### config.mk
export PLATFORM = sky130hd
export DESIGN_NAME = mont_exp_ctrl_flat
export DESIGN_NICKNAME = d
export VERILOG_FILES = /design/src/rtl/mont_exp_ctrl_if.sv /design/src/rtl/mont_exp_ctrl.sv /design/src/flat_wrapper.sv
export SDC_FILE = /design/constraint.sdc
export NUM_CORES = 1
export LEC_CHECK = 0
export ABC_AREA = 1
export CAP_MARGIN = 20
export CORE_ASPECT_RATIO = 2
export CORE_UTILIZATION = 40
export DETAILED_ROUTE_END_ITERATION = 8
export GPL_ROUTABILITY_DRIVEN = 0
export PLACE_DENSITY = 0.71
export SYNTH_ARGS = -nofsm -noshare
export SYNTH_HDL_FRONTEND = slang
export SYNTH_SLANG_ARGS = --single-unit
### constraint.sdc
create_clock -name clk -period 5 [get_ports clk]
set_input_delay 0.75 -clock clk [delete_from_list [all_inputs] [get_ports clk]]
set_output_delay 0.75 -clock clk [all_outputs]
set_load 0.01 [all_outputs]
### src/rtl/mont_exp_ctrl_if.sv
// Command/response bundle between the exponentiation sequencer and mont_mul.
// The master side issues operand addresses; the slave side answers with a done pulse.
interface mont_exp_ctrl_if;
    logic        mm_start;
    logic [31:0] mm_A_addr;
    logic [31:0] mm_B_addr;
    logic [31:0] mm_N_addr;
    logic [31:0] mm_res_addr;
    logic        mm_done;

    modport master (
        output mm_start, mm_A_addr, mm_B_addr, mm_N_addr, mm_res_addr,
        input  mm_done
    );

    modport slave (
        input  mm_start, mm_A_addr, mm_B_addr, mm_N_addr, mm_res_addr,
        output mm_done
    );
endinterface

### src/rtl/mont_exp_ctrl.sv
// Left-to-right square-and-multiply sequencer driving mont_mul in the Montgomery domain.
// Every mont_mul call is a two-cycle issue (A/B then N/res) followed by a wait for mm_done.
module mont_exp_ctrl #(
    parameter int EXP_BITS = 32,
    parameter int CNT_BITS = $clog2(2*EXP_BITS)
) (
    input  logic                clk,
    input  logic                rst_n,
    input  logic                start,
    input  logic [EXP_BITS-1:0] exponent,
    input  logic [31:0]         base_addr,
    input  logic [31:0]         one_addr,
    input  logic [31:0]         N_addr,
    input  logic [31:0]         res_addr,
    mont_exp_ctrl_if.master     mm,
    output logic                busy,
    output logic                done,
    output logic [CNT_BITS:0]   mul_count
);

    localparam int BIT_W = $clog2(EXP_BITS+1);

    typedef enum logic [2:0] {
        IDLE, SCAN, ISSUE_AB, ISSUE_NR, WAIT, NEXT, FINISH
    } state_t;

    typedef enum logic [1:0] {
        OP_ONE, OP_INIT, OP_SQR, OP_MUL
    } op_t;

    state_t              state_q, state_d;
    op_t                 op_q, op_d;
    logic [EXP_BITS-1:0] exp_q, exp_d;
    logic [BIT_W-1:0]    bits_q, bits_d;
    logic [31:0]         base_q, base_d;
    logic [31:0]         one_q, one_d;
    logic [31:0]         n_q, n_d;
    logic [31:0]         res_q, res_d;
    logic                mm_start_q, mm_start_d;
    logic [31:0]         a_out_q, a_out_d;
    logic [31:0]         b_out_q, b_out_d;
    logic [31:0]         n_out_q, n_out_d;
    logic [31:0]         res_out_q, res_out_d;
    logic                busy_q, busy_d;
    logic                done_q, done_d;
    logic [CNT_BITS:0]   cnt_q, cnt_d;

    always_comb begin
        state_d = state_q;
        op_d    = op_q;
        exp_d   = exp_q;
        bits_d  = bits_q;
        base_d  = base_q;
        one_d   = one_q;
        n_d     = n_q;
        res_d   = res_q;
        cnt_d   = cnt_q;

        case (state_q)
            IDLE: begin
                if (start) begin
                    exp_d   = exponent;
                    base_d  = base_addr;
                    one_d   = one_addr;
                    n_d     = N_addr;
                    res_d   = res_addr;
                    cnt_d   = '0;
                    bits_d  = BIT_W'(EXP_BITS);
                    state_d = SCAN;
                end
            end
            SCAN: begin
                if (exp_q == '0) begin
                    op_d    = OP_ONE;
                    state_d = ISSUE_AB;
                end else begin
                    exp_d  = exp_q << 1;
                    bits_d = bits_q - BIT_W'(1);
                    if (exp_q[EXP_BITS-1]) begin
                        op_d    = OP_INIT;
                        state_d = ISSUE_AB;
                    end
                end
            end
            ISSUE_AB: state_d = ISSUE_NR;
            ISSUE_NR: state_d = WAIT;
            WAIT: begin
                if (mm.mm_done) begin
                    state_d = NEXT;
                end
            end
            NEXT: begin
                // A square only consumes its bit here, so the multiply decision for that bit follows it.
                if (op_q == OP_ONE || (bits_q == '0 && op_q != OP_SQR)) begin
                    state_d = FINISH;
                end else if (op_q == OP_SQR) begin
                    exp_d  = exp_q << 1;
                    bits_d = bits_q - BIT_W'(1);
                    if (exp_q[EXP_BITS-1]) begin
                        op_d    = OP_MUL;
                        state_d = ISSUE_AB;
                    end else if (bits_q == BIT_W'(1)) begin
                        state_d = FINISH;
                    end else begin
                        op_d    = OP_SQR;
                        state_d = ISSUE_AB;
                    end
                end else begin
                    op_d    = OP_SQR;
                    state_d = ISSUE_AB;
                end
            end
            FINISH:  state_d = IDLE;
            default: state_d = IDLE;
        endcase

        mm_start_d = (state_d == ISSUE_AB) || (state_d == ISSUE_NR);
        a_out_d    = '0;
        b_out_d    = '0;
        n_out_d    = '0;
        res_out_d  = '0;
        if (state_d == ISSUE_AB) begin
            cnt_d = cnt_q + (CNT_BITS+1)'(1);
            case (op_d)
                OP_ONE:  begin a_out_d = one_d;  b_out_d = one_d;  end
                OP_INIT: begin a_out_d = base_d; b_out_d = one_d;  end
                OP_SQR:  begin a_out_d = res_d;  b_out_d = res_d;  end
                OP_MUL:  begin a_out_d = res_d;  b_out_d = base_d; end
                default: begin a_out_d = '0;     b_out_d = '0;     end
            endcase
        end
        if (state_d == ISSUE_NR) begin
            n_out_d   = n_d;
            res_out_d = res_d;
        end
        busy_d = (state_d != IDLE);
        done_d = (state_d == FINISH);
    end

    always_ff @(posedge clk) begin
        if (!rst_n) begin
            state_q    <= IDLE;
            op_q       <= OP_ONE;
            exp_q      <= '0;
            bits_q     <= '0;
            base_q     <= '0;
            one_q      <= '0;
            n_q        <= '0;
            res_q      <= '0;
            mm_start_q <= 1'b0;
            a_out_q    <= '0;
            b_out_q    <= '0;
            n_out_q    <= '0;
            res_out_q  <= '0;
            busy_q     <= 1'b0;
            done_q     <= 1'b0;
            cnt_q      <= '0;
        end else begin
            state_q    <= state_d;
            op_q       <= op_d;
            exp_q      <= exp_d;
            bits_q     <= bits_d;
            base_q     <= base_d;
            one_q      <= one_d;
            n_q        <= n_d;
            res_q      <= res_d;
            mm_start_q <= mm_start_d;
            a_out_q    <= a_out_d;
            b_out_q    <= b_out_d;
            n_out_q    <= n_out_d;
            res_out_q  <= res_out_d;
            busy_q     <= busy_d;
            done_q     <= done_d;
            cnt_q      <= cnt_d;
        end
    end

    assign mm.mm_start    = mm_start_q;
    assign mm.mm_A_addr   = a_out_q;
    assign mm.mm_B_addr   = b_out_q;
    assign mm.mm_N_addr   = n_out_q;
    assign mm.mm_res_addr = res_out_q;
    assign busy           = busy_q;
    assign done           = done_q;
    assign mul_count      = cnt_q;

endmodule

### src/flat_wrapper.sv
// flat-port wrapper written by rule: the top's interface ports become plain ports
module mont_exp_ctrl_flat 
#(
    parameter int EXP_BITS = 32,
    parameter int CNT_BITS = $clog2(2*EXP_BITS)
)
  (clk, rst_n, start, exponent, base_addr, one_addr, N_addr, res_addr, busy, done, mul_count, mm_mm_start, mm_mm_A_addr, mm_mm_B_addr, mm_mm_N_addr, mm_mm_res_addr, mm_mm_done);
  mont_exp_ctrl_if mm_i ();
  input  logic clk;
  input  logic rst_n;
  input  logic start;
  input  logic [EXP_BITS-1:0] exponent;
  input  logic [31:0] base_addr;
  input  logic [31:0] one_addr;
  input  logic [31:0] N_addr;
  input  logic [31:0] res_addr;
  output logic busy;
  output logic done;
  output logic [CNT_BITS:0] mul_count;
  output wire logic [$bits(mm_i.mm_start)-1:0] mm_mm_start;
  output wire logic [$bits(mm_i.mm_A_addr)-1:0] mm_mm_A_addr;
  output wire logic [$bits(mm_i.mm_B_addr)-1:0] mm_mm_B_addr;
  output wire logic [$bits(mm_i.mm_N_addr)-1:0] mm_mm_N_addr;
  output wire logic [$bits(mm_i.mm_res_addr)-1:0] mm_mm_res_addr;
  input wire logic [$bits(mm_i.mm_done)-1:0] mm_mm_done;
  assign mm_mm_start = mm_i.mm_start;
  assign mm_mm_A_addr = mm_i.mm_A_addr;
  assign mm_mm_B_addr = mm_i.mm_B_addr;
  assign mm_mm_N_addr = mm_i.mm_N_addr;
  assign mm_mm_res_addr = mm_i.mm_res_addr;
  assign mm_i.mm_done = mm_mm_done;
  mont_exp_ctrl #(.EXP_BITS(EXP_BITS), .CNT_BITS(CNT_BITS)) u_core (.clk(clk), .rst_n(rst_n), .start(start), .exponent(exponent), .base_addr(base_addr), .one_addr(one_addr), .N_addr(N_addr), .res_addr(res_addr), .mm(mm_i), .busy(busy), .done(done), .mul_count(mul_count));
endmodule
==> results of run 1 <==
power groups by stage:
stage | Combinational, mW | Sequential, mW | Clock [mW]
after floorplan | 0.921 | 2.78 | 0
after global placement | 1.28 | 2.79 | 0
after detailed placement | 1.31 | 2.79 | 0
after CTS | 1.32 | 2.74 | 2.42
after global routing | 1.47 | 2.76 | 2.52
final | 1.31 | 2.74 | 2.36
cells by family after synthesis:
kind of cell               after synthesis  share of synthesized area, %
xor gates and xnor gates                 3                         0.211
and+or+nand+nor                        769                          27.9
muxes                                   45                          3.62
AOI/OAI and AO/OA                      175                          9.13
buffers and inverters                  271                          9.06
adders and majority gates                4                         0.402
DFF                                    309                          49.7
state kept, by name, indices dropped and copies added (netlist names):
| name | flops |
|---|---|
| u_core.exp_q | 32 |
| u_core.mm.mm_B_addr | 32 |
| u_core.mm.mm_A_addr | 32 |
| u_core.bits_q | 6 |
| u_core.mm.mm_res_addr | 32 |
| u_core.mul_count | 7 |
| u_core.mm.mm_N_addr | 32 |
| u_core.res_q | 32 |
| u_core.state_q | 3 |
| u_core.busy | 1 |
| u_core.mm.mm_start | 1 |
| u_core.n_q | 32 |
| u_core.op_q | 2 |
| u_core.done | 1 |
| u_core.base_q | 32 |
| u_core.one_q | 32 |
layout by cell type, fill, tap and decap left out, types with 2 or more instances in the layout:
cell type / synthesis / layout
a31oi_1: 32 / 32
o21bai_1: 2 / 2
clkbuf_16: 0 / 28
nor2_1: 259 / 259
xor2_1: 3 / 3
bufinv_16: 0 / 6
clkbuf_1: 57 / 2
nand2_2: 6 / 6
o21ai_0: 29 / 29
inv_2: 11 / 11
clkbuf_8: 0 / 3
nand2_1: 209 / 208
clkinvlp_4: 0 / 2
a21oi_1: 13 / 13
nor2_2: 3 / 2
clkinv_2: 0 / 8
clkdlybuf4s50_1: 0 / 301
nand2_4: 1 / 2
nor2_4: 2 / 3
o21a_1: 82 / 82
dfxtp_1: 309 / 309
diode_2: 0 / 4
ha_1: 4 / 4
nand3_1: 146 / 145
nand4_1: 59 / 59
or2_0: 48 / 48
inv_1: 154 / 153
or2_1: 6 / 6
buf_4: 21 / 13
mux2i_1: 45 / 45
o21ai_1: 14 / 14
or2_2: 30 / 30
layout make-up:
class	instances	area [um^2]
Clock buffer	33	749
Antenna cell	4	10.0
Multi-Input combinational cell	996	5160
Fill cell	2888	14100
Clock inverter	19	269
Tap cell	372	465
Sequential cell	309	6190
Inverter	165	622
Timing Repair Buffer	315	3140
worst paths after layout:
check | depth (start not counted) | slack, ns | endpoint
worst max-delay path | 11 | 1.18 | u_core.mm.mm_B_addr[30]
worst min-delay path | 2 | 0.46 | u_core.mm.mm_N_addr[25]
worst max register to register | 11 | 1.18 | u_core.mm.mm_B_addr[30]
worst min register to register | 2 | 0.46 | u_core.mm.mm_N_addr[25]
stage by stage:
step | hold slack, ns | power [mW] | std cells
floorplan | 0.445 | 3.70 | 1576
global placement | 0.453 | 4.07 | 2156
detailed placement | 0.465 | 4.11 | 2156
CTS | 0.475 | 6.48 | 2208
global route | 0.508 | 6.74 | 2213
finish | 0.464 | 6.41 | 2213
routing by layer:
layer  GRT usage, %  vias to the layer above  part of all wire, %
met3           3.71                       70                  5.3
met5              0                        -                    0
met4           11.3                        0                  4.8
li1               -                     5529                    -
met2           42.0                      342                   53
met1           23.6                     5167                   37
worst max-delay path: stages (launching register included):
cell,delay [ns]
dfxtp_1,0.43
nor2_4,0.06
buf_4,0.24
inv_2,0.47
nor2_1,0.18
nand2_2,0.12
buf_4,0.61
nand2_4,0.57
nor2_1,0.78
nand2_1,0.10
nand2_1,0.09
nor2_1,0.05
==> impl_metrics.env, run 1 <==
export IMPL_yosysMostFrequentCell="dfxtp_1"
export IMPL_synth_ff_type="dfxtp_1"
export IMPL_critPathRequiredTime_ns=5.47
export IMPL_final_hold_violation_count=0
export IMPL_synthCells=1576
export IMPL_htree_levels=1
export IMPL_cts_hold_fix_buffers=0
export IMPL_die_w_um=127
export IMPL_synth_nets=1744
export IMPL_combPwrFrac_pct=20.4
export IMPL_numPortBuffers=301
export IMPL_cts_buffer_depth=3
export IMPL_synth_edf_count=0
export IMPL_p_int_mw=4.60
export IMPL_overflow=0
export IMPL_outcome="finished, final reports clean"
export IMPL_ys_ff_latch=309
export IMPL_total_leakage_power_nw=7.25
export IMPL_min_period_over_period_pct=76.3
export IMPL_ant_nets=0
export IMPL_slew_headroom_pct=35.0
export IMPL_die_area_mm2=0.0319
export IMPL_worst_slew_pin_slew_ns=0.974
export IMPL_route_detailed_vias_per_inst=5.02
export IMPL_ctsRootBufferMaster="clkbuf_16"
export IMPL_synth_top_area_cell="dfxtp_1"
export IMPL_numCtsBuffers=28
export IMPL_die_y_um=251
export IMPL_synth_area_top_cells="dfxtp_1, nor2_1, nand2_1, nand3_1, o21a_1"
export IMPL_synthToLayoutAreaGrowth_pct=33.4
export IMPL_design_core_area_mm2=0.0307
export IMPL_min_path_type="register to register"
export IMPL_maxCapViolCount=0
export IMPL_post_place_ws_ns=1.14
export IMPL_power_switching_mw=1.81
export IMPL_post_route_drc_count=0
export IMPL_routedWlPerCell_um=16.3
export IMPL_groute_usage_overall_pct=22.3
export IMPL_start_kind="register"
export IMPL_drive_gt1_share_pct=6.59
export IMPL_yosysSeqAreaShare_pct=49.7
export IMPL_cts_post_setup_buffers_inserted=0
export IMPL_fin_crit_ns=3.82
export IMPL_endpoint_kind="register"
export IMPL_power_share_switching_pct=28.2
export IMPL_r2r_start="u_core.state_q[1]"
export IMPL_fmax_ghz=0.262
export IMPL_cts_num_sinks=309
export IMPL_final_max_slew_viol_count=0
export IMPL_drtPass1Iterations=5
export IMPL_antenna_found_initial=4
export IMPL_nNetsFinal=1983
export IMPL_clock_skew_ns=0.0261
export IMPL_final_area_mm2=0.0166
export IMPL_fin_ws_ns=1.18
export IMPL_setup_viol=0
export IMPL_crit_fanout=80
export IMPL_synthArstFlopShare_pct=0
export IMPL_power_frac_clock_pct=36.9
export IMPL_dp_hpwl_um=24800
export IMPL_arrival_ns=4.28
export IMPL_ctsResizeCount=0
export IMPL_min_delay_start="u_core.n_q[25]"
export IMPL_grt_pass1_wl_um=56100
export IMPL_clkTransAtPathRegs_ns=0.07
export IMPL_max_vdd_ir_drop_v=0.000348
export IMPL_worstSetupPathType="register to register"
export IMPL_syn_avg_cell_area_um2=7.90
export IMPL_dpl_cell_area_mm2=0.0155
export IMPL_seqPwrFrac_pct=42.7
export IMPL_tns_ns=0
export IMPL_final_core_util_pct=54.0
export IMPL_rsz0062_at_grt="no"
export IMPL_powerDensity_mw_per_mm2=386
export IMPL_floorplan_initialDensity_pct=40.5
export IMPL_clkLatencyLatePin_ns=0.57
export IMPL_synth_top_area_share_pct=49.7
export IMPL_synth_distinct_cells=30
export IMPL_ys_warn_count=0
export IMPL_grt_max_degree=87
export IMPL_startpoint="u_core.state_q[1]"
export IMPL_placementRows=91
export IMPL_syn_area_mm2=0.0124
export IMPL_synth_common_cells="dfxtp_1, nor2_1, nand2_1"
export IMPL_tritoncts="built"
export IMPL_ios=302
export IMPL_drtIter0Drc=638
export IMPL_first_global_vias=10804
export IMPL_via_count=11108
export IMPL_wl_um=36100
Power figures use the tool's default switching activity.
==> run 2: changes to the inputs <==
==> constraint.sdc (replaced) <==
create_clock -name clk -period 3.9 [get_ports clk]
set_input_delay 0.585 -clock clk [delete_from_list [all_inputs] [get_ports clk]]
set_output_delay 0.585 -clock clk [all_outputs]
set_load 0.01 [all_outputs]
==> run 2 against run 1 <==
First-iteration DRC count fell by 4.4%. Clock power rose by 19%. Clock-buffer cell count did not move. Global-route usage rose by 0.25 points. Largest cell class unchanged. Clock skew fell by 0.014 ns. Sequential share of layout area rose by 0.090 points. Register-to-register slack got worse by 0.24 ns. Cell count barely moved. Critical path depth rose by 2. Power rose by 25%. Largest power group unchanged. Via count barely moved. Highest routed layer unchanged. Non-clock buffer count did not move.
==> impl_metrics.env, run 2 (same netlist as run 1, synthesis figures left out) <==
export IMPL_outcome="finished, final reports clean"
export IMPL_floorplan_initialDensity_pct=40.5
export IMPL_combPwrFrac_pct=21.1
export IMPL_power_share_switching_pct=28.9
export IMPL_cts_hold_fix_buffers=0
export IMPL_seqPwrFrac_pct=43.8
export IMPL_nNetsFinal=1983
export IMPL_ant_nets=0
export IMPL_post_route_drc_count=0
export IMPL_slew_headroom_pct=38.3
export IMPL_routedWlPerCell_um=16.5
export IMPL_fin_crit_ns=2.96
export IMPL_antenna_found_initial=5
export IMPL_drtIter0Drc=610
export IMPL_ctsResizeCount=0
export IMPL_clock_skew_ns=0.0123
export IMPL_design_core_area_mm2=0.0307
export IMPL_cts_buffer_depth=3
export IMPL_tritoncts="built"
export IMPL_final_area_mm2=0.0166
export IMPL_total_leakage_power_nw=7.22
export IMPL_setup_viol=0
export IMPL_min_path_type="register to register"
export IMPL_mostFrequentLayoutCell="dfxtp_1"
export IMPL_first_global_vias=10796
export IMPL_ctsRootBufferMaster="clkbuf_16"
export IMPL_max_vdd_ir_drop_v=0.000388
export IMPL_cts_post_setup_buffers_inserted=0
export IMPL_worstSetupPathType="register to register"
export IMPL_numCtsBuffers=28
export IMPL_maxCapViolCount=0
export IMPL_cts_num_sinks=309
export IMPL_rsz0062_at_grt="no"
export IMPL_clkTransAtPathRegs_ns=0.07
export IMPL_wl_um=36600
export IMPL_groute_usage_overall_pct=22.6
export IMPL_drive_gt1_share_pct=6.53
export IMPL_numPortBuffers=301
export IMPL_tns_ns=0
export IMPL_route_detailed_vias_per_inst=5.01
export IMPL_min_period_over_period_pct=75.8
export IMPL_power_switching_mw=2.32
export IMPL_grt_pass1_wl_um=56500
export IMPL_dpl_cell_area_mm2=0.0156
export IMPL_die_w_um=127
export IMPL_final_max_slew_viol_count=0
export IMPL_powerDensity_mw_per_mm2=484
export IMPL_arrival_ns=3.46
export IMPL_fmax_ghz=0.338
export IMPL_overflow=0
export IMPL_endpoint_kind="register"
export IMPL_htree_levels=1
export IMPL_final_hold_violation_count=0
export IMPL_via_count=11099
export IMPL_p_int_mw=5.70
export IMPL_crit_fanout=35
export IMPL_worst_slew_pin_slew_ns=0.924
export IMPL_dp_hpwl_um=25300
export IMPL_placementRows=91
export IMPL_power_frac_clock_pct=35.0
export IMPL_critPathRequiredTime_ns=4.40
export IMPL_die_area_mm2=0.0319
export IMPL_drtPass1Iterations=5
export IMPL_synthToLayoutAreaGrowth_pct=33.0
export IMPL_grt_max_degree=136
export IMPL_die_y_um=251
export IMPL_clkLatencyLatePin_ns=0.55
export IMPL_mostFrequentLayoutCells="dfxtp_1, clkdlybuf4s50_1, nor2_1"
export IMPL_ios=302
export IMPL_start_kind="register"
==> run 2: changes by cell type in the layout (fill, tap and decap cells not counted), sizes merged <==
| cell | previous run | this run |
|---|---|---|
| diode | 4 | 5 |
| inv | 166 | 167 |
| bufinv | 6 | 3 |
| clkinvlp | 2 | 4 |
==> run 2: final cells by class <==
| class | instances | area [um^2] |
|---|---|---|
| fill | 2881 | 14200 |
| inverter | 165 | 622 |
| sequential | 309 | 6190 |
| timing repair buffer | 315 | 3180 |
| clock inverter | 19 | 199 |
| multi-input combinational | 996 | 5160 |
| antenna | 5 | 12.5 |
| tap | 372 | 465 |
| clock buffer | 33 | 739 |
==> run 2: power by group through the flow <==
stage | Clock [mW] | Combinational (mW) | Sequential [mW]
floorplan | 0 | 1.18 | 3.57
global placement | 0 | 1.65 | 3.57
detailed placement | 0 | 1.69 | 3.58
CTS | 2.90 | 1.70 | 3.51
global route | 3.01 | 1.90 | 3.54
finish | 2.81 | 1.69 | 3.51
==> run 2: metrics by stage <==
stage	worst slack (ns)	utilization, %	instances	hold WS (ns)	power (mW)
4_1_cts	1.01	53.7	2208	0.469	8.11
6_report	0.943	53.9	2214	0.468	8.01
3_5_place_dp	1.01	50.7	2156	0.459	5.28
2_1_floorplan	2.11	-	1576	0.445	4.75
3_3_place_gp	1.10	50.7	2156	0.454	5.23
5_1_grt	0.708	53.9	2213	0.506	8.44
==> run 2: path summary, 6_finish.rpt <==
path	startpoint	to	slack [ns]	cells after the start
max	u_core.state_q[1]	u_core.mm.mm_B_addr[20]	0.94	13
min	u_core.bits_q[5]	u_core.bits_q[5]	0.47	2
min reg2reg	u_core.bits_q[5]	u_core.bits_q[5]	0.47	2
max reg2reg	u_core.state_q[1]	u_core.mm.mm_B_addr[20]	0.94	13
==> run 2: routing by layer <==
| layer | wire length (um) | vias to the layer above | share of wire [%] | global-route usage (%) |
|---|---|---|---|---|
| met5 | 0 | - | 0 | 0 |
| met4 | 1590 | 0 | 4.4 | 11.1 |
| met3 | 1780 | 66 | 4.9 | 3.58 |
| met2 | 19900 | 325 | 54 | 43.5 |
| met1 | 13300 | 5183 | 36 | 23.3 |
| li1 | - | 5525 | - | - |
==> run 2: critical path, cell delays in order, from the launching register on <==
cell and delay (ns):
dfxtp_1 0.44, nor2_4 0.07, inv_2 0.42, nor2_2 0.07, nand3_1 0.17, nand2_1 0.08
inv_2 0.06, nand2_2 0.28, inv_2 0.46, buf_4 0.40, nand4_1 0.15, nand3_1 0.13
nand2_1 0.06, inv_1 0.07
